<file path="src/rtl/sw_arbiter_if.sv">
// Request/grant bundle between the five input-side VC controllers and one
// output-port switch arbiter. The master side is the set of VC controllers.
interface sw_arbiter_if;
  logic       req_0;
  logic       req_1;
  logic       req_2;
  logic       req_3;
  logic       req_4;
  logic       grt_0;
  logic       grt_1;
  logic       grt_2;
  logic       grt_3;
  logic       grt_4;
  logic [2:0] sel;
  logic       busy;

  modport master (
    output req_0, req_1, req_2, req_3, req_4,
    input  grt_0, grt_1, grt_2, grt_3, grt_4, sel, busy
  );

  modport slave (
    input  req_0, req_1, req_2, req_3, req_4,
    output grt_0, grt_1, grt_2, grt_3, grt_4, sel, busy
  );
endinterface

</file>
<file path="src/rtl/sw_arbiter.sv">
// Per-output-port switch arbiter. Round-robin award among five input ports,
// grant held for the whole packet (until the owner drops req), one idle
// cycle between packets. sel is the crossbar select for the datapath.
module sw_arbiter #(
  parameter int ROUTERID = 0,
  parameter int PCHID    = 0
) (
  input  logic          clk,
  input  logic          rst_,
  sw_arbiter_if.slave   bus
);

  localparam int PORTW = 2;

  // Identifiers only label the instance; reject nonsensical values early.
  if (ROUTERID < 0 || PCHID < 0) begin : g_bad_id
    $error("sw_arbiter: ROUTERID and PCHID must be non-negative");
  end

  typedef enum logic {
    IDLE = 1'b0,
    BUSY = 1'b1
  } state_t;

  state_t         state, state_nxt;
  logic [4:0]     req;
  logic [4:0]     grt, grt_nxt;
  logic [PORTW:0] sel_q, sel_nxt;
  logic [2:0]     last, last_nxt;
  logic [2:0]     winner;
  logic           found;
  logic           owner_req;

  // Successor of a port index, wrapping 4 -> 0; never yields 5..7.
  function automatic logic [2:0] next_port(input logic [2:0] p);
    return (p >= 3'd4) ? 3'd0 : p + 3'd1;
  endfunction

  assign req = {bus.req_4, bus.req_3, bus.req_2, bus.req_1, bus.req_0};

  // While busy the grant vector is one-hot on the owner, so this picks out
  // the owner's request without indexing by sel.
  assign owner_req = |(req & grt);

  // Round-robin search: first requester starting just after the last owner.
  always_comb begin
    logic [2:0] cand;
    winner = 3'd0;
    found  = 1'b0;
    cand   = next_port(last);
    for (int i = 0; i < 5; i++) begin
      if (!found && req[cand]) begin
        winner = cand;
        found  = 1'b1;
      end
      cand = next_port(cand);
    end
  end

  // Next-state and output decode: award from IDLE, release from BUSY.
  always_comb begin
    // NOTE: every target gets a default first so no path leaves it unassigned
    // (which would infer a latch); the case arms only override.
    state_nxt = state;
    grt_nxt   = grt;
    sel_nxt   = sel_q;
    last_nxt  = last;
    case (state)
      IDLE: begin
        if (found) begin
          grt_nxt   = 5'b00001 << winner;
          sel_nxt   = winner;
          state_nxt = BUSY;
        end
      end
      BUSY: begin
        // No preemption: only the owner dropping req ends the packet.
        if (!owner_req) begin
          grt_nxt   = 5'b00000;
          last_nxt  = sel_q;
          state_nxt = IDLE;
        end
      end
      default: begin
        grt_nxt   = 5'b00000;
        state_nxt = IDLE;
      end
    endcase
  end

  // State register; reset leaves port 0 with top priority (last = 4).
  always_ff @(posedge clk or negedge rst_) begin
    // NOTE: non-blocking assignments so every register samples pre-edge values.
    if (!rst_) begin
      state <= IDLE;
      grt   <= 5'b00000;
      sel_q <= '0;
      last  <= 3'd4;
    end else begin
      state <= state_nxt;
      grt   <= grt_nxt;
      sel_q <= sel_nxt;
      last  <= last_nxt;
    end
  end

  assign bus.grt_0 = grt[0];
  assign bus.grt_1 = grt[1];
  assign bus.grt_2 = grt[2];
  assign bus.grt_3 = grt[3];
  assign bus.grt_4 = grt[4];
  assign bus.sel   = sel_q;
  assign bus.busy  = (state == BUSY);

endmodule

</file>
<file path="src/flat_wrapper.sv">
// flat-port wrapper written by rule: the top's interface ports become plain ports
module sw_arbiter_flat 
#(
  parameter int ROUTERID = 0,
  parameter int PCHID    = 0
)
  (clk, rst_, bus_req_0, bus_req_1, bus_req_2, bus_req_3, bus_req_4, bus_grt_0, bus_grt_1, bus_grt_2, bus_grt_3, bus_grt_4, bus_sel, bus_busy);
  sw_arbiter_if bus_i ();
  input  logic clk;
  input  logic rst_;
  input wire logic [$bits(bus_i.req_0)-1:0] bus_req_0;
  input wire logic [$bits(bus_i.req_1)-1:0] bus_req_1;
  input wire logic [$bits(bus_i.req_2)-1:0] bus_req_2;
  input wire logic [$bits(bus_i.req_3)-1:0] bus_req_3;
  input wire logic [$bits(bus_i.req_4)-1:0] bus_req_4;
  output wire logic [$bits(bus_i.grt_0)-1:0] bus_grt_0;
  output wire logic [$bits(bus_i.grt_1)-1:0] bus_grt_1;
  output wire logic [$bits(bus_i.grt_2)-1:0] bus_grt_2;
  output wire logic [$bits(bus_i.grt_3)-1:0] bus_grt_3;
  output wire logic [$bits(bus_i.grt_4)-1:0] bus_grt_4;
  output wire logic [$bits(bus_i.sel)-1:0] bus_sel;
  output wire logic [$bits(bus_i.busy)-1:0] bus_busy;
  assign bus_i.req_0 = bus_req_0;
  assign bus_i.req_1 = bus_req_1;
  assign bus_i.req_2 = bus_req_2;
  assign bus_i.req_3 = bus_req_3;
  assign bus_i.req_4 = bus_req_4;
  assign bus_grt_0 = bus_i.grt_0;
  assign bus_grt_1 = bus_i.grt_1;
  assign bus_grt_2 = bus_i.grt_2;
  assign bus_grt_3 = bus_i.grt_3;
  assign bus_grt_4 = bus_i.grt_4;
  assign bus_sel = bus_i.sel;
  assign bus_busy = bus_i.busy;
  sw_arbiter #(.ROUTERID(ROUTERID), .PCHID(PCHID)) u_core (.clk(clk), .rst_(rst_), .bus(bus_i));
endmodule
</file>
<file path="config.mk">
export PLATFORM = sky130hd
export DESIGN_NAME = sw_arbiter_flat
export DESIGN_NICKNAME = d
export VERILOG_FILES = /design/src/rtl/sw_arbiter_if.sv /design/src/rtl/sw_arbiter.sv /design/src/flat_wrapper.sv
export SDC_FILE = /design/constraint.sdc
export NUM_CORES = 1
export LEC_CHECK = 0
export ABC_AREA = 1
export BUFFER_PORTS_ARGS = -buffer_cell sky130_fd_sc_hd__buf_2
export CAP_MARGIN = 20
export CORE_AREA = 2 2 52 49
export DETAILED_ROUTE_END_ITERATION = 7
export DIE_AREA = 0 0 54 51
export PLACE_DENSITY = 0.79
export SYNTH_ARGS = -nofsm -noshare
export SYNTH_HDL_FRONTEND = slang
export SYNTH_SLANG_ARGS = --single-unit
</file>
<file path="constraint.sdc">
create_clock -name clk -period 7.8 [get_ports clk]
set_clock_uncertainty 0.05 [all_clocks]
set_input_delay 1.17 -clock clk [delete_from_list [all_inputs] [get_ports clk]]
set_output_delay 1.17 -clock clk [all_outputs]
set_load 0.01 [all_outputs]
</file>
==> results by stage <==
STA:
- The worst pin sits at a relative slew slack of 76.5%.
- The total count of hold-check failures in the final report is 0.
- Setup repair after global routing left no endpoint under its margin.
- After layout, the worst path uses 46.5% of the clock period.
- The count of final setup violators is 0.
- For the pin with the worst max-slew slack, the measured transition is 0.351 ns.
- The post-layout minimum cycle time is 3.62 ns.
- Based on the critical path, the design can be clocked at up to 276 MHz.
- Summed over all failing endpoints, the final setup total negative slack is 0 ns.
- The max-slew violation count is 0.

Clock network:
- The number of clock buffers added by TritonCTS is 3.
- The clock-pin slew on the worst setup and hold paths is 0.08 ns.
- The total number of H-tree levels is 1.
- CTS placed an instance of clkbuf_4 at the clock tree root.
- The number of buffers on the longest clock path is 2.
- The clock insertion delay at the later pin of the skew report is 0.28 ns.
- The cts-stage hold buffer count is 0.
- Gates resized during post-CTS repair numbered 0.
- The tree built by TritonCTS fans out to 12 sinks.
- The buffers inserted during post-CTS setup optimization is 0.
- TritonCTS built the clock tree.

Routing:
- The count of nets left with antenna violations once routing finished came out at 0.
- The average vias per placed instance is 5.55.
- The count of vias placed by the detailed router is 1272.
- The total length of routed wires is 2890 µm.
- The first-pass iteration count of the detailed router is 5.
- The number of design rule violations left after detail routing is 0.
- Dividing the detail-routed wire length by the instance count gives 12.6 µm.
- The first-iteration detailed-routing DRC count is 50.

Yosys:
- The synthesized area divided by synthesized cell count is 6.84 µm².
- The post-synth net total is 196.
- The synthesized cell area is 0.00125 mm².
- Summing the sequential cell areas from Yosys gives 24.1% of the chip area.
- Summing the areas of all xor and xnor instances in the mapped netlist gives 0% of the synthesized area.
- The post-synthesis sequential element count is 12.
- The number of warnings reported in the yosys synthesis log is 0.
- The share of the synthesized area in compound gates (AO/OA/AOI/OAI) is 5.79%.
- The simple-gate area share of the yosys netlist is 56.0%.
- By area, the combinational part of the netlist is dominated by simple AND/OR/NAND/NOR gates.
- The synthesized instance count is 183.
- The mux contribution to synthesized area is 0%.
- After Yosys synthesis, full adders, half adders and majority gates account for 5.99% of the synthesized area.
- Yosys mapped the design onto 22 distinct sky130hd cell types.

Layout:
- The most common cell after layout, fill and taps aside is nand2_1.
- For this run, the post-layout net count is 215.
- The number of diodes is 0.
- The area added between synthesis and finish is 11.4%.
- The post-route netlist has 28.4% of its cells at a drive strength greater than 1.
- The library cells used most frequently in the layout, excluding fill and tap cells, are nand2_1, nand3_1, inv_1.

Floorplan:
- The die area is 0.00275 mm².
- Measured along the y axis, the die boundary spans 51 µm.
- 16 I/O pins were placed.
- The placement row count is 17.
- The horizontal extent of the die is 54 µm.
- The initial cell density of the core is 54.5%.
- The floorplan step defined a core boundary enclosing 0.00230 mm².

Place:
- Summed over all nets, the half-perimeter wirelength after detailed placement is 2290 µm.
- Port buffering added 15 buffers.
- The final estimated routing congestion in global placement is 0.871.

GRT:
- The pin count of the biggest net entering global routing is 13.
- The combined global-route utilization of all metal layers is 23.1%.
- The number of global-route vias before repair is 1134.
- The first global-routing pass estimated 4820 µm of wire.
- For this run the aggregate overflow at the end of global routing stands at 0.
- The number of antenna violations at the first check in global routing was 0.

Setup path:
- The kind of end point of the critical path is a flip-flop.
- The worst setup path is launched from a flip-flop.
- The setup slack on the worst flop-to-flop path is 4.18 ns.
- The critical path start-end classification is flip-flop to flip-flop.
- Data on the critical path is required at its endpoint by 7.92 ns.
- Data on the critical path arrives at its endpoint at 3.75 ns.
- The maximum fanout along the worst path is 4.

Job:
- The number of maximum-capacitance violations is 0.

Hold path:
- In this run the worst hold path is classified as flip-flop to flip-flop.

Status:
- The run finished with clean final reports.
-- routing by layer --
layer	vias to the layer above	global-route usage [%]	wire (µm)	part of all wire [%]
li1	632	-	-	-
met1	593	31.1	1270	44
met2	43	39.4	1410	49
met3	4	1.46	172	6.0
met4	0	6.25	34	1.2
met5	-	0	0	0
-- critical path, stage by stage (launching register included) --
cell and delay [ns]:
dfrtp_1 0.41, inv_1 0.16, ha_1 0.27, nand2_2 0.10, inv_1 0.07, ha_1 0.30, nand2_2 0.09, inv_2 0.04
ha_1 0.28, nand2_2 0.10, inv_2 0.05, ha_1 0.30, nand2_4 0.10, inv_2 0.04, ha_1 0.26, nand2_1 0.11
inv_1 0.07, nand3_1 0.08, nand3_1 0.11, nand2_1 0.13, nand3_1 0.11, nand2_1 0.16, nor2_1 0.06, nand2_1 0.06
nand2_1 0.04
-- sequential cells by signal, summed over array words and instances, names as in the netlist --
signal           count
u_core.bus.sel       3
u_core.last          3
u_core.bus.busy      1
u_core.grt           5
-- worst paths after layout --
check | from | to | cells past startpoint
setup / recovery | u_core.last[0] | u_core.grt[0] | 24
hold / removal | u_core.bus.sel[0] | u_core.bus.sel[0] | 2
setup reg to reg | u_core.last[0] | u_core.grt[0] | 24
hold reg to reg | u_core.bus.sel[0] | u_core.bus.sel[0] | 2
max in group asynchronous | rst_ | u_core.last[2] | 1
min in group asynchronous | rst_ | u_core.grt[1] | 1
-- layout make-up --
cell class	instances	area [µm²]
fill	223	902
multi-input combinational	144	850
clock buffer	4	36.3
timing repair buffer	15	75.1
inverter	26	97.6
tap	28	35.0
sequential	12	302
-- logic make-up (layout without fill, tap and decap cells) --
group | after synthesis | count (layout)
compound gates | 11 | 11
flops | 12 | 12
fa+ha+maj | 6 | 6
simple gates | 127 | 127
buf+inv | 27 | 45
-- cells in the mapped netlist (all sizes together) --
cell    number  area (µm²)
nand4        6        37.5
nor2        14        75.1
ha           6        75.1
inv         26        97.6
dfrtp       11         275
nand3       41         215
dfstp        1        26.3
clkbuf       1        3.75
a22o         2        17.5
a211oi       1        7.51
o21ai        7        42.5
nand2       66         374
a21oi        1        5.00
-- stage by stage --
step	cell area, µm²	worst slack [ns]	utilization [%]	hold WS, ns	std cells
finish	1400	4.18	60.7	0.486	229
detailed placement	1360	4.21	59.2	0.471	225
global route	1400	3.87	60.7	0.513	229
CTS	1400	4.20	60.7	0.488	229
floorplan	1250	4.47	-	0.428	183
global placement	1360	4.30	59.2	0.456	225
Power is not shown: default switching activity piles up to over one toggle a cycle in this logic, so the estimate is an artifact.
